<file path="config.mk">
export PLATFORM = sky130hd
export DESIGN_NAME = kbd_seg_ctrl
export DESIGN_NICKNAME = d
export VERILOG_FILES = /design/src/rtl/kbd_seg_ctrl.sv
export SDC_FILE = /design/constraint.sdc
export NUM_CORES = 1
export LEC_CHECK = 0
export ABC_AREA = 1
export CAP_MARGIN = 20
export CORE_UTILIZATION = 35
export CTS_BUF_LIST = sky130_fd_sc_hd__clkbuf_8
export DETAILED_ROUTE_END_ITERATION = 10
export GPL_TIMING_DRIVEN = 1
export REMOVE_ABC_BUFFERS = 1
export SYNTH_ARGS = -nofsm -noshare
export SYNTH_HDL_FRONTEND = slang
export SYNTH_SLANG_ARGS = --single-unit
</file>
<file path="constraint.sdc">
create_clock -name clk -period 1.5 [get_ports clk]
set_input_delay 0.3 -clock clk [delete_from_list [all_inputs] [get_ports clk]]
set_output_delay 0.3 -clock clk [all_outputs]
set_load 0.05 [all_outputs]
</file>
<file path="src/rtl/kbd_seg_ctrl.sv">
// ---------------------------------------------------------------------------
// kbd_seg_ctrl
//   Sequencing controller for the six-digit seven-segment display path.
//   Accepts PS/2 key events over a valid/ready handshake, latches the scan
//   code and ASCII value, counts distinct key presses in BCD and drives a
//   single display enable that stays on while a key is held and for
//   HOLD_CYCLES clocks after its release.
//
//   Ports
//     clk         system clock, rising edge
//     rst         synchronous active-high reset
//     evt_valid   key event present
//     evt_ready   controller can accept an event this cycle (registered)
//     evt_code    PS/2 make code
//     evt_break   1 = release event, 0 = press event
//     evt_ascii   ASCII for evt_code (used on make events only)
//     cnt_clr     synchronous clear of the press counter
//     disp_code   latched scan code   (digits 0-1)
//     disp_ascii  latched ASCII       (digits 2-3)
//     disp_count  BCD press count     (digits 4-5), [7:4] tens, [3:0] units
//     disp_en     display enable
// ---------------------------------------------------------------------------
module kbd_seg_ctrl #(
  parameter int unsigned HOLD_CYCLES = 1000,
  parameter int unsigned TMR_W       = 16
) (
  input  logic       clk,
  input  logic       rst,
  input  logic       evt_valid,
  output logic       evt_ready,
  input  logic [7:0] evt_code,
  input  logic       evt_break,
  input  logic [7:0] evt_ascii,
  input  logic       cnt_clr,
  output logic [7:0] disp_code,
  output logic [7:0] disp_ascii,
  output logic [7:0] disp_count,
  output logic       disp_en
);

  typedef enum logic [1:0] {
    S_IDLE,
    S_SHOW,
    S_HOLD
  } state_e;

  localparam logic [TMR_W-1:0] HOLD_LOAD = TMR_W'(HOLD_CYCLES);
  localparam logic [TMR_W-1:0] TMR_ONE   = TMR_W'(1);

  state_e           state_q, state_d;
  logic             ready_q, ready_d;
  logic             en_q, en_d;
  logic [7:0]       code_q, code_d;
  logic [7:0]       ascii_q, ascii_d;
  logic [7:0]       count_q, count_d;
  logic [7:0]       held_q, held_d;
  logic [TMR_W-1:0] tmr_q, tmr_d;

  logic accept;
  logic same_key;

  // Two-digit BCD increment; 99 wraps to 00, nibbles never exceed 9.
  function automatic logic [7:0] bcd_inc(input logic [7:0] v);
    logic [3:0] t;
    logic [3:0] u;
    t = v[7:4];
    u = v[3:0];
    if (u == 4'd9) begin
      u = 4'd0;
      t = (t == 4'd9) ? 4'd0 : t + 4'd1;
    end else begin
      u = u + 4'd1;
    end
    return {t, u};
  endfunction

  assign accept   = evt_valid & ready_q;
  assign same_key = (evt_code == held_q);

  always_comb begin
    state_d = state_q;
    code_d  = code_q;
    ascii_d = ascii_q;
    count_d = count_q;
    held_d  = held_q;
    tmr_d   = tmr_q;
    // Ready drops for exactly one cycle after each accept.
    ready_d = ~accept;

    // Hold countdown; an event below may override it.
    if (state_q == S_HOLD) begin
      tmr_d = tmr_q - TMR_ONE;
      if (tmr_q <= TMR_ONE) begin
        state_d = S_IDLE;
      end
    end

    if (accept) begin
      if (!evt_break) begin
        // Typematic repeat of the held key is swallowed.
        if (state_q != S_SHOW || !same_key) begin
          code_d  = evt_code;
          ascii_d = evt_ascii;
          held_d  = evt_code;
          count_d = bcd_inc(count_q);
          tmr_d   = '0;
          state_d = S_SHOW;
        end
      end else if (state_q == S_SHOW && same_key) begin
        if (HOLD_CYCLES == 0) begin
          state_d = S_IDLE;
        end else begin
          tmr_d   = HOLD_LOAD;
          state_d = S_HOLD;
        end
      end
    end

    if (cnt_clr) begin
      count_d = '0;
    end

    en_d = (state_d != S_IDLE);
  end

  always_ff @(posedge clk) begin
    if (rst) begin
      state_q <= S_IDLE;
      ready_q <= 1'b1;
      en_q    <= 1'b0;
      code_q  <= '0;
      ascii_q <= '0;
      count_q <= '0;
      held_q  <= '0;
      tmr_q   <= '0;
    end else begin
      state_q <= state_d;
      ready_q <= ready_d;
      en_q    <= en_d;
      code_q  <= code_d;
      ascii_q <= ascii_d;
      count_q <= count_d;
      held_q  <= held_d;
      tmr_q   <= tmr_d;
    end
  end

  assign evt_ready  = ready_q;
  assign disp_en    = en_q;
  assign disp_code  = code_q;
  assign disp_ascii = ascii_q;
  assign disp_count = count_q;

endmodule

</file>
==> results of run 1 <==
## Yosys cell counts, types with 2 or more instances
| cell | instances |
|---|---|
| nor3_1 | 4 |
| nand3_4 | 2 |
| nor2_2 | 4 |
| buf_2 | 2 |
| inv_2 | 3 |
| a21oi_1 | 7 |
| xor2_1 | 11 |
| o21ai_0 | 7 |
| nand4_1 | 6 |
| nor2_1 | 72 |
| nand3b_1 | 3 |
| dfxtp_1 | 44 |
| o21ai_1 | 15 |
| nand3_1 | 14 |
| clkbuf_1 | 2 |
| xnor2_1 | 6 |
| nand2_2 | 3 |
| inv_1 | 32 |
| nor2_4 | 3 |
| ha_1 | 2 |
| nand2_1 | 74 |
## how the worst max path moves through the flow
stage | startpoint | endpoint | slack, ns | cells after the start
2_1_floorplan | evt_ready$_SDFF_PP1_ | disp_count[1]$_SDFFE_PP0P_ | -0.32 | 7
3_3_place_gp | evt_code[5] | disp_count[2]$_SDFFE_PP0P_ | -0.33 | 12
3_5_place_dp | evt_code[3] | disp_count[0]$_SDFFE_PP0P_ | -0.37 | 12
4_1_cts | held_q[5]$_SDFFE_PP0P_ | disp_count[0]$_SDFFE_PP0P_ | 0.006 | 11
5_1_grt | held_q[7]$_SDFFE_PP0P_ | held_q[7]$_SDFFE_PP0P_ | -0.03 | 11
6_report | held_q[1]$_SDFFE_PP0P_ | held_q[7]$_SDFFE_PP0P_ | 0.06 | 11
## power by group through the flow
stage | Clock, mW | Sequential, mW | Combinational [mW]
CTS | 0.808 | 1.24 | 0.566
floorplan | 0 | 1.37 | 0.151
detailed placement | 0 | 1.26 | 0.573
global route | 0.868 | 1.25 | 0.660
finish | 0.782 | 1.24 | 0.617
global placement | 0 | 1.26 | 0.568
## stage by stage
stage,cells,hold slack (ns)
2_1_floorplan,320,0.449
3_3_place_gp,467,0.507
3_5_place_dp,467,0.513
4_1_cts,475,0.411
5_1_grt,481,0.455
6_report,481,0.424
## area by class of cell
cell class                 count  area share
timing repair buffer          77       0.287
tap                           75      0.0263
clock buffer                   6      0.0232
inverter                      36      0.0379
clock inverter                 2     0.00316
multi-input combinational    241       0.371
sequential                    44       0.251
## critical path, stage by stage (launching register included)
cell	delay, ns
dfxtp_4	0.36
buf_4	0.13
nand2_2	0.05
nand2_1	0.04
inv_1	0.06
nand2_2	0.07
nor2_4	0.11
nand3_4	0.12
nand2_8	0.14
clkbuf_16	0.16
o21ai_2	0.05
nor2_1	0.10
## state kept, by name, indices dropped and copies added, names as in the netlist
register and count:
tmr_q 16, disp_ascii 8, disp_count 8, held_q 8, state_q 2, disp_en 1
evt_ready 1
## layer usage
metal  up-vias  share of wire
li1       1179              -
met5         -              0
met2        51           0.48
met3         5          0.039
met4         0         0.0078
met1      1048           0.48
## repair_timing
action                     4_1_cts  5_1_grt
gates cloned                     0        2
setup endpoints to repair       29       41
resized for setup               10       42
setup buffers                    0        4
pin swaps                        9       23
## kinds of logic after synthesis
group,synth area share
buffers and inverters,0.0812
AO/OA/AOI/OAI,0.0680
adder cells (fa/ha/maj),0.0110
AND/OR/NAND/NOR,0.385
XOR/XNOR,0.0657
flip-flops,0.389
==> flow_metrics.tcl, run 1 <==
set metrics [dict create \
    wl_per_cell_um 11.7 \
    setup_viol 0 \
    synth_cell_types 31 \
    postPlaceCellArea_um2 3280 \
    grt_max_degree 21 \
    antenna_found_initial 0 \
    crit_fanout 7 \
    whs_path_depth 3 \
    worst-r2r-setup-slack_ns 0.06 \
    drt_iter0_drc 118 \
    worst_slack_ns 0.0570 \
    mostFrequentLayoutCells "nor2_1 (67), nand2_1 (64), dfxtp_1 (36)" \
    grt_pass1_vias 2031 \
    max-vdd-ir-drop_uv 430 \
    multi_input_area_um2 1320 \
    ys_seq_area_frac 0.389 \
    grt_busiest_layer "met2" \
    nFillCells 578 \
    swShare 0.291 \
    tightest_slew_ns 0.288 \
    synth_enable_flop_cells 0 \
    rows 28 \
    end_kind "flip-flop" \
    cts_buffers 5 \
    cts.sinks 44 \
    hp-start "evt_code[4]" \
    htreeDepth 2 \
    async_flop_share 0 \
    detailed_place_hpwl_mm 4.10 \
    seq_power_share 0.470 \
    finalHoldViolCount 0 \
    period_needed_ns 1.44 \
    reg2reg_depth 11 \
    die_h_um 82.4 \
    finalWeightedCongestion 0.752 \
    netlist_instances 326 \
    finalClockSkew_ns 0.00760 \
    cts_root_buffer "clkbuf_8" \
    period_share 0.962 \
    insertedDiodeCount 0 \
    regArea_um2 896 \
    crit_type "reg2reg" \
    wl_mm 5.64 \
    arrival_ns 1.68 \
    rsz0062_at_grt "yes" \
    coreArea_um2 6100 \
    yosysTopAreaCellShare 0.389 \
    clk_pin_slew_worst_paths_ns 0.08 \
    worst_setup_path_start_kind "flip-flop" \
    fin_util 0.585 \
    drive_above_1_share 0.293 \
    dieWidth_um 82.4 \
    use_met1 0.231 \
    synth-warning-count 0 \
    power.total_mw 2.64 \
    met3_usage 0.0527 \
    fmax_ghz 0.693 \
    stdcell_area_um2 3570 \
    postRouteAntennaNets 0 \
    vias 2283 \
    dp_slack_ns -0.369 \
    final_common_cell "nor2_1" \
    ys_ff_latch 44 \
    clkLatencyLatePin_ns 0.30 \
    synth.area.top_cells "dfxtp_1 (39%), nand2_1 (12%), nor2_1 (12%)" \
    avgSynthCellArea_um2 6.95 \
    grtUsageTotal 0.177 \
    die_area_um2 6800 \
    portBuffers 46 \
    grt_pass1_wl_mm 9.11 \
    leakagePower_nw 1.56 \
    holdCritPathClass "in2reg" \
    drt_pass1_iterations 4 \
    grt_util_met2 0.288 \
    slew_headroom 0.807 \
    cp_data_required_time_ns 1.74 \
    p_per_area_nw_per_um2 740 \
    mappedNetlistArea_um2 2260 \
    switching_power_uw 767 \
    ys.flop_type "dfxtp_1" \
    slew_viol_final 0 \
    drv_cap 0 \
    p_comb_frac 0.234 \
    clkPwrFrac 0.296 \
    ioPinCount 47 \
    r2r_end "held_q[7]$_SDFFE_PP0P_" \
    r2r-start "held_q[1]$_SDFFE_PP0P_" \
    fin_nets 428 \
    cts-hold-fix-buffers 0 \
    tns_ns 0 \
    internal_power_mw 1.87 \
    cts_max_path_buffers 2 \
    area_delta_synth_final_pct 57.5 \
    outcome "finished clean" \
    hold_end "held_q[4]$_SDFFE_PP0P_" \
    globalRouteOverflowTotal 0 \
    vias_per_cell 4.75 \
    yosysTopAreaCell "dfxtp_1" \
    cts_tree "built" \
    start_util 0.372 \
    drc 0 \
]
Power figures use the tool's default switching activity.
==> inputs of run 2 (changes only) <==
- CORE_UTILIZATION: 35 -> 53
- PLACE_DENSITY: unset -> 0.82
==> flow_metrics.tcl, run 2 (synthesized netlist as in run 1, its figures left out) <==
set metrics [dict create \
    finalWeightedCongestion 0.821 \
    slew_headroom 0.782 \
    coreArea_um2 4060 \
    fin_util 0.911 \
    fmax_ghz 0.583 \
    crit_path_cell_trace "buf_6 > nand2_2 > nand2_1 > inv_1 > nand2_2 > nor2_4 > nand3_4 > nand2_8 > buf_12 > o21ai_1 > nor2_1" \
    r2r-start "held_q[1]$_SDFFE_PP0P_" \
    vias_per_cell 5.89 \
    drv_cap 0 \
    p_per_area_nw_per_um2 755 \
    worst-r2r-setup-slack_ns -0.22 \
    largest_reg_flops 16 \
    regArea_um2 893 \
    mostFrequentLayoutCells "nand2_1 (65), nor2_1 (52), dfxtp_1 (36)" \
    holdCritPathClass "in2reg" \
    drc 0 \
    switching_power_uw 882 \
    insertedDiodeCount 0 \
    postRouteAntennaNets 0 \
    grt_max_degree 19 \
    die_area_um2 4540 \
    leakagePower_nw 1.63 \
    stdcell_area_um2 3700 \
    wl_per_cell_um 18.7 \
    seq_power_share 0.447 \
    fin_nets 434 \
    internal_power_mw 1.91 \
    start_util 0.558 \
    finalClockSkew_ns 0.00869 \
    wl_met1_mm 3.09 \
    final_common_cell "nand2_1" \
    grtUsageTotal 0.312 \
    path_delay_family "simple AND/OR/NAND/NOR gates" \
    cts_tree "built" \
    period_share 1.14 \
    wl_mm 8.64 \
    htreeDepth 2 \
    drt_iter0_drc 238 \
    outcome "finished, violations left" \
    slew_viol_final 0 \
    dieWidth_um 67.4 \
    swShare 0.316 \
    ioPinCount 47 \
    arrival_ns 1.94 \
    area_delta_synth_final_pct 63.3 \
    crit_type "reg2reg" \
    hp-start "evt_code[5]" \
    clkPwrFrac 0.292 \
    grt_pass1_wl_mm 10.5 \
    cts_buffers 5 \
    critPathMaxStageDelay_ns 0.34 \
    largest_register "tmr_q" \
    multi_input_area_um2 1420 \
    layout.cells.non_filler 462 \
    drive_above_1_share 0.333 \
    detailed_place_hpwl_mm 4.30 \
    die_h_um 67.4 \
    cts_max_path_buffers 2 \
    rsz0062_at_grt "yes" \
    wl_met3_um 714 \
    dp_cells 443 \
    rows 23 \
    cpMaxStageDelayCell "dfxtp_2" \
    crit_top_cell "nand2_2" \
    r2r_end "disp_ascii[7]$_SDFFE_PP0P_" \
    portBuffers 46 \
    max-vdd-ir-drop_uv 724 \
    postPlaceCellArea_um2 3240 \
    antenna_found_initial 0 \
    nFillCells 145 \
    wl_met2_mm 4.21 \
    setup_viol 39 \
    globalRouteOverflowTotal 0 \
    finalHoldViolCount 0 \
    tightest_slew_ns 0.326 \
    startpoint "held_q[1]$_SDFFE_PP0P_" \
    end_kind "flip-flop" \
    cp_data_required_time_ns 1.72 \
    crit_fanout 8 \
    period_needed_ns 1.72 \
    drt_pass1_iterations 5 \
    reg2reg_depth 11 \
    whs_path_depth 3 \
    clkLatencyLatePin_ns 0.31 \
    worst-path-buf-inv 3 \
    p_comb_frac 0.261 \
    clk_pin_slew_worst_paths_ns 0.09 \
    violations "negative setup slack" \
    worst_setup_path_start_kind "flip-flop" \
    vias 2721 \
    top_layer "met4" \
    hold_end "held_q[5]$_SDFFE_PP0P_" \
    worst_slack_ns -0.215 \
    cts.sinks 44 \
    cts_root_buffer "clkbuf_8" \
    grt_pass1_vias 2420 \
]
-- run 2: cell count changes in the layout (fill, tap and decap cells not counted), sizes merged --
cell	before	now
clkinv	1	3
buf	56	62
clkinvlp	1	0
nand2	78	79
inv	36	35
clkbuf	7	6
-- run 2: worst max path at each step --
stage | end | slack (ns) | cells after the start
after floorplan | disp_count[1]$_SDFFE_PP0P_ | -0.32 | 7
after global placement | disp_count[2]$_SDFFE_PP0P_ | -0.34 | 8
after CTS | disp_ascii[5]$_SDFFE_PP0P_ | -0.03 | 10
final | disp_ascii[7]$_SDFFE_PP0P_ | -0.22 | 11
after detailed placement | disp_ascii[0]$_SDFFE_PP0P_ | -0.42 | 8
after global routing | disp_ascii[7]$_SDFFE_PP0P_ | -0.26 | 11
-- run 2: cell type report --
type	instances	share of cell area
Multi-Input combinational cell	242	0.385
Timing Repair Buffer	82	0.295
Sequential cell	44	0.242
Inverter	36	0.0365
Clock buffer	6	0.0223
Tap cell	50	0.0169
Clock inverter	2	0.00271
-- run 2: power groups by stage --
stage | logic [mW] | clock network, mW | registers [mW]
2_1_floorplan | 0.151 | 0 | 1.37
3_3_place_gp | 0.566 | 0 | 1.26
3_5_place_dp | 0.578 | 0 | 1.26
4_1_cts | 0.623 | 0.780 | 1.24
5_1_grt | 0.754 | 0.867 | 1.25
6_report | 0.727 | 0.816 | 1.25
-- run 2: worst reg2reg max path, cell delays in order, from the launching register on --
cell and delay (ns):
dfxtp_2 0.34, buf_6 0.12, nand2_2 0.06, nand2_1 0.06
inv_1 0.07, nand2_2 0.07, nor2_4 0.17, nand3_4 0.17
nand2_8 0.17, buf_12 0.14, o21ai_1 0.06, nor2_1 0.22
-- run 2: what timing repair did --
item                       4_1_cts  5_1_grt
setup endpoints to repair       37       42
gates resized for setup         41       39
hold buffers                     0        0
cloned                           2        1
pin swaps                       10       17
buffers inserted                 4        4
-- run 2: layer usage --
metal	global-route usage	vias to the layer above
li1	-	1187
met1	0.336	1242
met2	0.559	214
met3	0.0828	78
met4	0.152	0
met5	0	-
-- run 2: per-stage QoR --
stage | hold slack (ns) | TNS [ns] | setup WS (ns) | total power [mW]
after floorplan | 0.449 | -6.37 | -0.320 | 1.52
after global placement | 0.501 | -12.38 | -0.340 | 1.83
after detailed placement | 0.515 | -15.31 | -0.416 | 1.84
after CTS | 0.417 | -0.294 | -0.0258 | 2.64
after global routing | 0.446 | -7.02 | -0.264 | 2.87
final | 0.428 | -3.33 | -0.215 | 2.79
